### config.mk
export PLATFORM = sky130hd
export DESIGN_NAME = nand_share_arbiter_flat
export DESIGN_NICKNAME = d
export VERILOG_FILES = /design/src/rtl/nand_share_arbiter_if.sv /design/src/rtl/nand_share_arbiter.sv /design/src/flat_wrapper.sv
export SDC_FILE = /design/constraint.sdc
export NUM_CORES = 1
export LEC_CHECK = 0
export ABC_AREA = 1
export BUFFER_PORTS_ARGS = -buffer_cell sky130_fd_sc_hd__buf_2
export CAP_MARGIN = 20
export CELL_PAD_IN_SITES_DETAIL_PLACEMENT = 2
export CELL_PAD_IN_SITES_GLOBAL_PLACEMENT = 2
export CORE_MARGIN = 5
export CORE_UTILIZATION = 21
export DETAILED_ROUTE_END_ITERATION = 10
export PLACE_DENSITY = 0.95
export SYNTH_ARGS = -nofsm -noshare
export SYNTH_HDL_FRONTEND = slang
export SYNTH_SLANG_ARGS = --single-unit
export TNS_END_PERCENT = 50
### constraint.sdc
create_clock -name i_clk -period 5.3 [get_ports i_clk]
set_input_delay 0.265 -clock i_clk [delete_from_list [all_inputs] [get_ports i_clk]]
set_output_delay 0.265 -clock i_clk [all_outputs]
set_load 0.05 [all_outputs]
### src/rtl/nand_share_arbiter_if.sv
// Bundle of request, operand and result signals between the client side and the
// shared NAND arbiter.
interface nand_share_arbiter_if #(
  parameter int WIDTH   = 8,
  parameter int NUM_REQ = 4
);
  localparam int IDW = (NUM_REQ > 1) ? $clog2(NUM_REQ) : 1;

  logic [NUM_REQ-1:0]       req;
  logic [NUM_REQ*WIDTH-1:0] a_in;
  logic [NUM_REQ*WIDTH-1:0] b_in;
  logic [NUM_REQ-1:0]       gnt;
  logic                     out_valid;
  logic                     out_ready;
  logic [WIDTH-1:0]         out_data;
  logic [IDW-1:0]           out_id;
  logic                     busy;

  // Client side: raises requests, supplies operands, consumes results.
  modport master (
    output req, a_in, b_in, out_ready,
    input  gnt, out_valid, out_data, out_id, busy
  );

  // Arbiter side.
  modport slave (
    input  req, a_in, b_in, out_ready,
    output gnt, out_valid, out_data, out_id, busy
  );
endinterface

### src/rtl/nand_share_arbiter.sv
// Round-robin arbiter in front of one registered WIDTH-bit NAND datapath.
// A winner is picked only in IDLE; its result sits in a single output register
// (HOLD) until the consumer takes it, then the FSM returns to IDLE.
module nand_share_arbiter #(
  parameter int WIDTH   = 8,
  parameter int NUM_REQ = 4
) (
  input  logic                    i_clk,
  input  logic                    i_rst,
  nand_share_arbiter_if.slave     bus
);
  localparam int IDW = (NUM_REQ > 1) ? $clog2(NUM_REQ) : 1;

  typedef enum logic {S_IDLE, S_HOLD} state_t;

  state_t             r_state;
  logic [IDW-1:0]     r_ptr;
  logic [NUM_REQ-1:0] r_gnt;
  logic               r_valid;
  logic [WIDTH-1:0]   r_data;
  logic [IDW-1:0]     r_id;

  logic               w_found;
  logic [IDW-1:0]     w_win;
  logic [IDW-1:0]     w_idx;
  logic [IDW-1:0]     w_ptr_nxt;
  logic [NUM_REQ-1:0] w_onehot;
  logic [WIDTH-1:0]   w_a;
  logic [WIDTH-1:0]   w_b;

  // Search REQ starting at PTR, wrapping modulo NUM_REQ; first set bit wins.
  always_comb begin
    w_found = 1'b0;
    w_win   = '0;
    w_idx   = '0;
    for (int k = 0; k < NUM_REQ; k++) begin
      w_idx = IDW'((int'(r_ptr) + k) % NUM_REQ);
      if (!w_found && bus.req[w_idx]) begin
        w_found = 1'b1;
        w_win   = w_idx;
      end
    end
  end

  // Winner-derived values: operands of losers never reach the datapath.
  always_comb begin
    w_onehot  = NUM_REQ'(1) << w_win;
    w_a       = bus.a_in[int'(w_win)*WIDTH +: WIDTH];
    w_b       = bus.b_in[int'(w_win)*WIDTH +: WIDTH];
    w_ptr_nxt = (int'(w_win) == NUM_REQ-1) ? '0 : w_win + IDW'(1);
  end

  // Two-state FSM: arbitrate and capture in IDLE, hold result until accepted.
  always_ff @(posedge i_clk or posedge i_rst) begin
    if (i_rst) begin
      r_state <= S_IDLE;
      r_ptr   <= '0;
      r_gnt   <= '0;
      r_valid <= 1'b0;
      r_data  <= '0;
      r_id    <= '0;
    end else begin
      r_gnt <= '0;
      case (r_state)
        S_IDLE: begin
          if (w_found) begin
            r_gnt   <= w_onehot;
            r_data  <= ~(w_a & w_b);
            r_id    <= w_win;
            r_valid <= 1'b1;
            r_ptr   <= w_ptr_nxt;
            r_state <= S_HOLD;
          end
        end
        S_HOLD: begin
          // Data/ID are left untouched on accept so they keep their last value.
          if (bus.out_ready) begin
            r_valid <= 1'b0;
            r_state <= S_IDLE;
          end
        end
        default: r_state <= S_IDLE;
      endcase
    end
  end

  assign bus.gnt       = r_gnt;
  assign bus.out_valid = r_valid;
  assign bus.out_data  = r_data;
  assign bus.out_id    = r_id;
  assign bus.busy      = (r_state == S_HOLD);
endmodule

### src/flat_wrapper.sv
// flat-port wrapper written by rule: the top's interface ports become plain ports
module nand_share_arbiter_flat 
#(
  parameter int WIDTH   = 8,
  parameter int NUM_REQ = 4
)
  (i_clk, i_rst, bus_req, bus_a_in, bus_b_in, bus_out_ready, bus_gnt, bus_out_valid, bus_out_data, bus_out_id, bus_busy);
  nand_share_arbiter_if #(.WIDTH(WIDTH), .NUM_REQ(NUM_REQ)) bus_i ();
  input  logic i_clk;
  input  logic i_rst;
  input wire logic [$bits(bus_i.req)-1:0] bus_req;
  input wire logic [$bits(bus_i.a_in)-1:0] bus_a_in;
  input wire logic [$bits(bus_i.b_in)-1:0] bus_b_in;
  input wire logic [$bits(bus_i.out_ready)-1:0] bus_out_ready;
  output wire logic [$bits(bus_i.gnt)-1:0] bus_gnt;
  output wire logic [$bits(bus_i.out_valid)-1:0] bus_out_valid;
  output wire logic [$bits(bus_i.out_data)-1:0] bus_out_data;
  output wire logic [$bits(bus_i.out_id)-1:0] bus_out_id;
  output wire logic [$bits(bus_i.busy)-1:0] bus_busy;
  assign bus_i.req = bus_req;
  assign bus_i.a_in = bus_a_in;
  assign bus_i.b_in = bus_b_in;
  assign bus_i.out_ready = bus_out_ready;
  assign bus_gnt = bus_i.gnt;
  assign bus_out_valid = bus_i.out_valid;
  assign bus_out_data = bus_i.out_data;
  assign bus_out_id = bus_i.out_id;
  assign bus_busy = bus_i.busy;
  nand_share_arbiter #(.WIDTH(WIDTH), .NUM_REQ(NUM_REQ)) u_core (.i_clk(i_clk), .i_rst(i_rst), .bus(bus_i));
endmodule
# Yosys cells after proc, flatten, opt, wreduce, memory -nomap -nowiden
# Index checks and enable logic that the tools add are counted.
[word_totals]
regBits = 18
elab_cells = 56
output_inout_bits = 16
[classes]
eq_ne = 3
shifts = 3
n_addsub = 4
reduce_logical = 8
muxes = 25
magnitude_cmp = 4
n_bitwise = 3
[ops]
columns = ["operator", "n"]
rows = [
  ["$shiftx A32 B6 Y8", 2],
  ["$lt A2 B3 Y1 const B", 4],
  ["$mux W1", 12],
  ["$mux W2", 5],
  ["$and A8 B8 Y8", 1],
  ["$bmux W1 S2", 4],
  ["$mux W4", 2],
  ["$not A8 Y8", 1],
  ["$add A2 B1 Y2 const B", 2],
  ["$add A2 B2 Y2 const B", 2],
  ["$pmux W1 S2", 2],
  ["$reduce_and A2 Y1", 2],
  ["$shl A1 B2 Y4 const A", 1],
  ["$logic_and A1 B1 Y1", 3],
  ["$logic_not A1 Y1", 3],
  ["$eq A2 B1 Y1 const B", 1],
  ["$ne A2 B1 Y1 const B", 1],
  ["$ne A2 B2 Y1 const B", 1],
  ["$not A1 Y1", 1],
]

# Depth between registers and ports, before layout
# Gate-level depths: netlist of the first run.
[logic_depth]
depth_word = 15
mapped_depth = 15
ltp_nobuf = 14

# Worst setup path before layout of the first run
# OpenSTA, ideal clock, no wires.
[synth_path]
path_kind = "reg-to-reg"
from = "register u_core.r_ptr[0]"
to = "register u_core.r_ptr[1]"
t_required_ns = 5.179
setup_slack_ns = 3.480
stages_incl_launch_ff = 13
setup_time_ns = 0.121
n_path_buf = 1
arrival_time_ns = 1.698
cell_sequence = "dfrtp_1 -> buf_6 -> inv_6 -> nand2_1 -> nand3_2 -> nand2_2 -> inv_1 -> nand3_2 -> nand3_4 -> inv_2 -> ha_1 -> nand2_1 -> o21ai_1"
[synth_via]
elab_chain_cells = 14
elab_cells_between_ends = 29
cone_classes = "add/sub: 4; eq/ne: 1; mux: 17; reduce/logical: 7"
[synth_rtl]
columns = ["element", "line_no", "text"]
rows = [
  ["from (decl)", "nand_share_arbiter.sv:17", "logic [IDW-1:0] r_ptr;"],
  ["from (signal assigned)", "nand_share_arbiter.sv:71", "r_ptr <= w_ptr_nxt;"],
  ["branches (longest 11 deep; another with $add A2 B1 Y2)", "n/a", ""],
  ["$mux W2 (*)", "nand_share_arbiter.sv:38", "if (!w_found && bus.req[w_idx]) begin"],
  ["$add A2 B1 Y2 or $eq A2 B1 Y1 (tied branches)", "nand_share_arbiter.sv:50", "w_ptr_nxt = (int'(w_win) == NUM_REQ-1) ? '0 : w_win + IDW'(1);"],
  ["$mux W2 (*)", "nand_share_arbiter.sv:50", ""],
  ["via u_core.w_ptr_nxt[1]", "nand_share_arbiter.sv:26", "logic [IDW-1:0] w_ptr_nxt;"],
]
# Mark *: on every way through the listed nets, which the timed path passes. The select of a mux whose other input is x is not followed.
# A chain may end at the register's enable or synchronous reset.

# Worst setup path in the final report of the first run
# Same ends and word-level chain as after synthesis.

==> flow_summary.toml, run 1 <==
[grt]
grt_pass1_wl_mm = 9.266
grt_antenna_before_repair = 0
grt_use_total = 0.1372
grt-ovfl-total = 0
grt_max_degree = 19
grt_pass1_vias = 1950
grtUsageMet1 = 0.1616
gr-max-usage-layer = "met2"
met3_usage = 0.03000
met2_usage = 0.2543

[clocking]
cts_resized = 0
cts_tree = "yes"
cts_buffers = 3
cts_hold_buf = 0
path_clk_slew_ps = 70
cts_setup_buffers = 0
clockBufferDepth = 2
cts_root_buf = "clkbuf_8"
clk_latency_ps = 260
cts.sinks = 18
htree_levels = 1

[place]
portBuffers = 86
dp.final_hpwl_mm = 4.545
dp_worst_setup_slack_ps = 2920
gp_congestion = 0.7340

[status]
outcome = "finished, final reports clean"

[logic_synthesis]
syn_area_mm2 = 0.001355
yosysSeqAreaShare = 0.3324
synth.distinct_cells = 21
yosys_warnings = 0
ys_ff_latch = 18
synth_cells = 215
synth_area_per_cell_um2 = 6.303
synth_nets = 287

[power_and_ir_drop]
power_mw = 1.499
p_clk_frac = 0.078
p_sw_frac = 0.6165
leakagePower_nw = 1.149
p_comb_frac = 0.747
seqPwrFrac = 0.175
ir_drop_uv = 318.9
p_per_area_mw_per_mm2 = 787.1
p_int_mw = 0.5749
power.switching_mw = 0.9240

[worst_hold_path]
hold_path_class = "input port to async pin"

[sta]
final_max_slew_viol_count = 0
tightest_slew_ps = 700.0
setup_tns_ps = 0
fmax_ghz = 0.4190
rsz0062_at_grt = "no"
setup_ws_ps = 2913
slew_headroom = 0.5328
skew_ps = 2.396
setup_violations = 0
period_share = 0.4504
period_minus_slack_ps = 2387
final-hold-violation-count = 0

[floorplanning]
die_w_um = 90.33
die_h_um = 90.33
start_util = 0.2146
fp.dieArea_mm2 = 0.008160
io_pins = 87
core_region_area_mm2 = 0.006314
rows = 29

[final_layout]
fin_nets = 374
area_growth_pct = 40.54
final_cell_mix = "120 x nand2_1, 86 x buf_2, 21 x nand3_1"
final_common_cell = "nand2_1"
n_antenna_cell = 0
layout-drive-gt1-share = 0.3621

[critical_path]
required_ps = 5450
crit_family = "simple AND/OR/NAND/NOR gates"
endpoint_kind = "flop"
critPathLaunchType = "flop"
cp_max_fo = 18
timing.critical_path.buf_inv = 2
crit_type = "flop to flop"
slowest_stage = "dfrtp_1"
slowest_delay_ps = 590
rrSetupSlack_ps = 2910
crit_top_cell = "nand2_1"
crit_chain = "inv_6 -> nand2_1 -> nand2_1 -> nand2_1 -> nand2_1 -> nand2_1 -> nand3_2 -> nand3_4 -> inv_2 -> ha_1 -> nand2_1 -> o21ai_1"
worstPathArrival_ps = 2540

[routing]
routedWlPerCell_um = 14.87
drtIter0Drc = 21
drc = 0
antenna_left = 0
viasPerCell = 4.492
routed_wirelength_mm = 5.619
vias = 1698
first_pass_iters = 4

[run]
cap_violations = 0
worst register-to-register path: cells and delay by family (launching register included):
family / cells / cell delay [ps]
buffers and inverters: 2 / 270
adders and majority gates: 1 / 310
and+or+nand+nor: 8 / 1030
DFF: 1 / 590
AOI/OAI and AO/OA: 1 / 60
final timing paths:
kind / from / to / depth (start not counted)
hold reg to reg: u_core.bus.busy / u_core.bus.out_valid / 1
setup reg to reg: u_core.r_ptr[0] / u_core.r_ptr[1] / 12
hold / removal: i_rst / u_core.bus.gnt[1] / 2
setup / recovery: u_core.r_ptr[0] / u_core.r_ptr[1] / 12
max in group asynchronous: i_rst / u_core.bus.out_data[1] / 2
min in group i_clk: bus_out_ready / u_core.bus.out_valid / 2
cell usage after synthesis (all sizes together):
master / instances / area [um^2]
a21oi: 2 / 10.01
a31oi: 1 / 6.260
buf: 4 / 32.53
dfrtp: 18 / 450.4
ha: 1 / 12.51
inv: 17 / 68.81
nand2: 127 / 499.2
nand3: 26 / 170.2
nand4: 8 / 50.05
nor2: 8 / 40.04
o21ai: 3 / 15.01
metrics by stage:
| step | hold slack [ps] | instance area, um^2 | utilization | std cells |
|---|---|---|---|---|
| 2_1_floorplan | 203.6 | 1355 | - | 215 |
| 3_3_place_gp | 395.6 | 1849 | 0.2929 | 374 |
| 3_5_place_dp | 408.5 | 1849 | 0.2929 | 374 |
| 4_1_cts | 126.6 | 1904 | 0.3016 | 378 |
| 5_1_grt | 178.0 | 1904 | 0.3016 | 378 |
| 6_report | 104.3 | 1904 | 0.3016 | 378 |
flip-flops by register name, summed over array words and instances, names as in the netlist:
register	cells
u_core.bus.out_data	8
u_core.bus.busy	1
u_core.bus.out_id	2
u_core.bus.gnt	4
u_core.r_ptr	2
u_core.bus.out_valid	1
power groups by stage:
stage | registers [mW] | logic, mW | clock network, mW
2_1_floorplan | 0.435 | 0.680 | 0
3_3_place_gp | 0.262 | 1.07 | 0
3_5_place_dp | 0.263 | 1.12 | 0
4_1_cts | 0.264 | 1.14 | 0.118
5_1_grt | 0.272 | 1.26 | 0.124
6_report | 0.263 | 1.12 | 0.117
layer usage:
layer,up-vias,share of wire
li1,855,-
met1,796,0.41
met2,42,0.54
met3,5,0.047
met4,0,0.0091
met5,-,0
logic make-up after synthesis:
| family | Yosys count | share of synthesized area |
|---|---|---|
| AO/OA/AOI/OAI | 6 | 0.02308 |
| adder cells (fa/ha/maj) | 1 | 0.009232 |
| buffers and inverters | 21 | 0.07479 |
| flip-flops | 18 | 0.3324 |
| AND/OR/NAND/NOR | 169 | 0.5605 |
final cells by class:
class / count / area [um^2]
fillers: 824 / 4409
multi-input cells: 176 / 803.3
inverters: 17 / 68.82
repair buffers: 86 / 430.4
clock buffers: 4 / 55.05
well taps: 77 / 96.34
flip-flops and latches: 18 / 450.4
(Power assumes the default switching activity.)
==> inputs of run 2 (changes only) <==
- ABC_AREA: 1 -> 0
- CORE_UTILIZATION: 21 -> 17
- PLACE_DENSITY: 0.95 -> 0.85
- clock period: 5.3 -> 2 ns (I/O delays scaled with it)
==> run 2 against run 1 <==
- hold slack worse by 66 ps
- fmax is 35% higher
- clock power grew to 2.6 times the previous value
- via count is 22% lower
- power is 29% higher
- flip-flop and latch count stayed put
- final area is 13% lower
- global-route usage is 1.8 points lower
- largest power group unchanged
- critical endpoint unchanged
- sequential power is 110% higher
- combinational power is 4% lower
- wire length is 16% lower
==> flow_summary.toml, run 2 <==
[critical_path]
slowest_delay_ps = 480
crit_cells = 7
cp_max_fo = 20
crit_chain = "nor2b_1 -> or4_4 -> and2_4 -> inv_1 -> ha_1 -> nand2_1 -> nand2_1"
crit_family = "simple AND/OR/NAND/NOR gates"
timing.critical_path.buf_inv = 1
r2r_start = "u_core.r_ptr[0]"
endpoint_kind = "flop"
crit_top_cell = "nand2_1"
setup.worst_path.end = "u_core.r_ptr[1]"
crit_path_start = "u_core.r_ptr[0]"
rrSetupSlack_ps = 230
reg2reg_depth = 7
timing.rr.end = "u_core.r_ptr[1]"
crit_type = "flop to flop"
critPathLaunchType = "flop"
required_ps = 2150
worstPathArrival_ps = 1920
slowest_stage = "or4_4"

[grt]
grt_antenna_before_repair = 0
met3_usage = 0.04758
grt_max_degree = 21
gr-max-usage-layer = "met2"
grt-ovfl-total = 0
grtUsageMet1 = 0.1338
met2_usage = 0.2116
grt_use_total = 0.1191
grt_pass1_vias = 1567
grt_pass1_wl_mm = 7.935

[routing]
antenna_left = 0
viasPerCell = 4.583
vias = 1329
drtIter0Drc = 30
routed_wirelength_mm = 4.718
routedWlPerCell_um = 16.27
drc = 0
first_pass_iters = 4

[clocking]
clk_latency_ps = 250
path_clk_slew_ps = 70
cts_tree = "yes"
cts.sinks = 18
cts_root_buf = "clkbuf_8"
cts_setup_buffers = 0
clockBufferDepth = 2
cts_buffers = 3
htree_levels = 1

[logic_synthesis]
synth_area_per_cell_um2 = 8.629
synth_nets = 198
synth_common_cells = "31 x nand2_1, 18 x dfrtp_1, 16 x nand4_1, 16 x o211ai_1, 8 x nand3_1"
syn_area_mm2 = 0.001087
synth-edff-count = 0
synth_top_area_share = 0.4143
yosysSeqAreaShare = 0.4143
async_flop_share = 1.000
ys.flop_type = "dfrtp_1"
ys_ff_latch = 18
post-synth-top-area-cell = "dfrtp_1"
yosys_warnings = 0
synth_cells = 126
post-synth-top-count-cell = "nand2_1"
synth.distinct_cells = 29
synthTopCellsByArea = "dfrtp_1 41%, o211ai_1 11%, nand2_1 11%"

[sta]
rsz0062_at_grt = "no"
final_max_slew_viol_count = 0
final-hold-violation-count = 0
period_share = 0.8841
setup_violations = 0
period_minus_slack_ps = 1768
tightest_slew_ps = 713.1
fmax_ghz = 0.5655
slew_headroom = 0.5241
setup_tns_ps = 0
skew_ps = 1.799

[final_layout]
nFillCells = 772
finalNonFillerCells = 290
n_antenna_cell = 0
largest_reg_flops = 8
fin_area_mm2 = 0.001650
fin_nets = 286
layout-drive-gt1-share = 0.4554
final_cell_mix = "86 x buf_2, 31 x nand2_1, 18 x dfrtp_1"
area_growth_pct = 51.78
final_common_cell = "buf_2"

[floorplanning]
rows = 29
die_w_um = 89.98
core_region_area_mm2 = 0.006277
io_pins = 87
die_h_um = 89.98
start_util = 0.1732
fp.dieArea_mm2 = 0.008096

[place]
gp_congestion = 0.8189
dp.final_hpwl_mm = 3.917
placed_area_mm2 = 0.001585
portBuffers = 86
placed_cells = 285

[power_and_ir_drop]
ir_drop_uv = 291.5
leakagePower_nw = 0.8332
p_per_area_mw_per_mm2 = 1168

[status]
outcome = "finished, final reports clean"

[run]
cap_violations = 0

[worst_hold_path]
hold_path_class = "input port to flop"
-- run 2: changes by cell type after synthesis, moves of 4 or more --
cell	change
nand2_1	-89
o211ai_1	+16
nand3_1	-13
inv_1	-10
nand4_1	+8
nand2_2	-6
inv_2	-4
-- run 2: worst register-to-register path, cell delays in order, from the launching register on --
cell and delay, ps:
dfrtp_1 410, nor2b_1 80, or4_4 480, and2_4 230
inv_1 130, ha_1 240, nand2_1 60, nand2_1 50
-- run 2: cell families after synthesis --
group           Yosys count  synth area share
mux                       1          0.009206
fa+ha+maj                 1           0.01151
compound gates           22            0.1485
flops                    18            0.4143
buf+inv                   9           0.05409
simple gates             75            0.3625
-- run 2: worst min-delay path by stage --
stage | startpoint | depth (start not counted) | endpoint
final | bus_out_ready | 2 | u_core.bus.busy
after CTS | bus_out_ready | 2 | u_core.bus.busy
after global placement | i_rst | 2 | u_core.bus.out_data[3]
after floorplan | i_rst | 1 | u_core.bus.busy
after detailed placement | i_rst | 2 | u_core.bus.gnt[1]
after global routing | bus_out_ready | 2 | u_core.bus.busy
-- run 2: what timing repair did --
action                    CTS  global route
hold endpoints to repair   18             0
hold buffers                1             0
gates resized for setup     0             0
-- run 2: layout make-up --
| type | count | area [um^2] | share of cell area |
|---|---|---|---|
| Clock buffer | 4 | 55.05 | 0.03336 |
| Tap cell | 77 | 96.34 | 0.05838 |
| Timing Repair Buffer | 90 | 462.9 | 0.2805 |
| Inverter | 2 | 7.507 | 0.004549 |
| Multi-Input combinational cell | 99 | 578.1 | 0.3503 |
| Sequential cell | 18 | 450.4 | 0.2729 |
-- run 2: layer usage --
metal	vias up	share of wire	wire length [um]
met5	-	0	0
met4	0	0.0089	42
met3	4	0.074	347
met2	47	0.52	2454
met1	638	0.40	1873
li1	640	-	-
-- run 2: power breakdown --
group	internal, mW	leakage, nW	switching [mW]
clock network	0.175	0.0288	0.124
registers	0.486	0.219	0.0745
logic	0.296	0.586	0.772
-- run 2: metrics by stage --
stage / setup slack [ps] / power [mW] / utilization / hold slack (ps)
2_1_floorplan: 174.4 / 1.351 / - / 38.57
3_3_place_gp: 284.9 / 1.611 / 0.2525 / 260.9
5_1_grt: 83.33 / 2.066 / 0.2629 / 53.78
4_1_cts: 221.1 / 1.959 / 0.2629 / 36.57
6_report: 231.7 / 1.928 / 0.2629 / 37.94
3_5_place_dp: 234.6 / 1.654 / 0.2525 / 265.1
==> inputs of run 3 (changes only) <==
- CORE_UTILIZATION: 17 -> 19
- PLACE_DENSITY: 0.85 -> 0.9
- clock period: 2 -> 2.03 ns (I/O delays scaled with it)
==> run 3 against run 2 <==
- die area fell by 9.4%
- non-clock buffer count did not move
- worst setup slack got worse by 1.8 ps
- flip-flop and latch count did not move
- first-iteration DRC count fell by 23%
- clock power fell by 16%
- sequential share of layout area rose by 0.34 points
- final area fell by 1.2%
- register-to-register slack barely moved
- combinational power barely moved
- largest power group unchanged
- power fell by 4.2%
==> flow_summary.toml, run 3 (same netlist as run 2, synthesis figures left out) <==
[routing]
drc = 0
antenna_left = 0
vias = 1339
routed_wirelength_mm = 4.769
drtIter0Drc = 23
first_pass_iters = 4
viasPerCell = 4.715
routedWlPerCell_um = 16.79

[final_layout]
fin_nets = 286
nFillCells = 687
finalNonFillerCells = 284
fin_area_mm2 = 0.001630
final_cell_mix = "86 x buf_2, 31 x nand2_1, 18 x dfrtp_1"
final_common_cell = "buf_2"
layout-drive-gt1-share = 0.4528
area_growth_pct = 49.94
largest_reg_flops = 8
n_antenna_cell = 0

[grt]
grt-ovfl-total = 0
grt_max_degree = 21
grt_pass1_wl_mm = 7.458
grt_antenna_before_repair = 0
grt_use_total = 0.1287
grt_pass1_vias = 1572

[critical_path]
worstPathArrival_ps = 1980
slowest_delay_ps = 480
slowest_stage = "o31a_1"
critPathLaunchType = "flop"
timing.critical_path.buf_inv = 0
crit_path_start = "u_core.r_ptr[1]"
required_ps = 2210
r2r_start = "u_core.r_ptr[1]"
rrSetupSlack_ps = 230
cp_max_fo = 8
crit_type = "flop to flop"
crit_family = "compound AO/OA/AOI/OAI gates"
timing.rr.end = "u_core.bus.out_data[1]"
crit_chain = "a21oi_1 -> nor3b_1 -> o31a_1 -> o211ai_1 -> nand3_1"
endpoint_kind = "flop"
reg2reg_depth = 5

[clocking]
htree_levels = 1
cts_root_buf = "clkbuf_8"
cts_tree = "yes"
clockBufferDepth = 2
clk_latency_ps = 250
path_clk_slew_ps = 70
cts_buffers = 3
cts_setup_buffers = 0
cts.sinks = 18

[sta]
slew_headroom = 0.5222
tightest_slew_ps = 716.0
period_minus_slack_ps = 1800
period_share = 0.8867
skew_ps = 1.264
setup_tns_ps = 0
rsz0062_at_grt = "no"
setup_violations = 0
fmax_ghz = 0.5555
final-hold-violation-count = 0
final_max_slew_viol_count = 0
hold_ws_ps = 42.48

[place]
gp_congestion = 0.7993
placed_cells = 280
placed_area_mm2 = 0.001579
dp.final_hpwl_mm = 3.943
portBuffers = 86

[worst_hold_path]
hold_path_class = "input port to flop"
hold_depth = 2
min_from = "bus_out_ready"
hold_end = "u_core.bus.busy"

[floorplanning]
die_w_um = 85.65
die_h_um = 85.65
fp.dieArea_mm2 = 0.007335
rows = 27
start_util = 0.1963
core_region_area_mm2 = 0.005540
io_pins = 87

[status]
outcome = "finished, final reports clean"

[power_and_ir_drop]
p_per_area_mw_per_mm2 = 1133
leakagePower_nw = 0.8261
ir_drop_uv = 344.1

[run]
cap_violations = 0
-- run 3: cell types whose count changed in the layout (fill, tap and decap cells not counted) --
cell,delta
clkbuf_8,-1
-- run 3: area by class of cell --
class | count | area, um^2 | area share
Inverter | 2 | 7.507 | 0.004605
Clock buffer | 3 | 41.29 | 0.02533
Tap cell | 72 | 90.09 | 0.05526
Timing Repair Buffer | 90 | 462.9 | 0.2840
Sequential cell | 18 | 450.4 | 0.2763
Multi-Input combinational cell | 99 | 578.1 | 0.3546
-- run 3: how the worst max path moves through the flow --
stage / end / slack, ps / depth (start not counted)
3_5_place_dp: u_core.bus.out_data[1] / 200 / 5
6_report: u_core.bus.out_data[1] / 230 / 5
4_1_cts: u_core.bus.out_data[1] / 190 / 5
3_3_place_gp: u_core.bus.out_data[1] / 290 / 4
5_1_grt: u_core.bus.out_data[1] / 90 / 5
2_1_floorplan: u_core.r_ptr[1] / 200 / 8
-- run 3: layer usage --
metal / part of all wire / GRT usage / up-vias
met2: 0.53 / 0.2331 / 59
met1: 0.37 / 0.1370 / 632
met5: 0 / 0 / -
li1: - / - / 638
met3: 0.075 / 0.03458 / 10
met4: 0.025 / 0.06331 / 0
-- run 3: what timing repair did --
action / in CTS / in global routing
endpoints found under the setup margin: 0 / 0
gates resized for setup: 0 / 0
hold buffers: 1 / 0
hold endpoints to repair: 18 / 0
-- run 3: worst reg2reg max path, delay by kind of cell, from the launching register on --
family / cells / cell delay, ps
AOI/OAI and AO/OA: 3 / 740
DFF: 1 / 410
and+or+nand+nor: 2 / 580
-- run 3: where the power goes --
group / internal (mW) / switching [mW] / total [mW]
logic: 0.293 / 0.754 / 1.05
clock network: 0.132 / 0.118 / 0.250
registers: 0.479 / 0.0719 / 0.551
-- run 3: per-stage QoR --
stage | power, mW | utilization | setup WS [ps]
after floorplan | 1.331 | - | 204.4
final | 1.848 | 0.2943 | 229.9
after CTS | 1.886 | 0.2943 | 191.5
after global routing | 1.976 | 0.2943 | 87.90
after detailed placement | 1.626 | 0.2850 | 200.6
after global placement | 1.584 | 0.2850 | 294.3
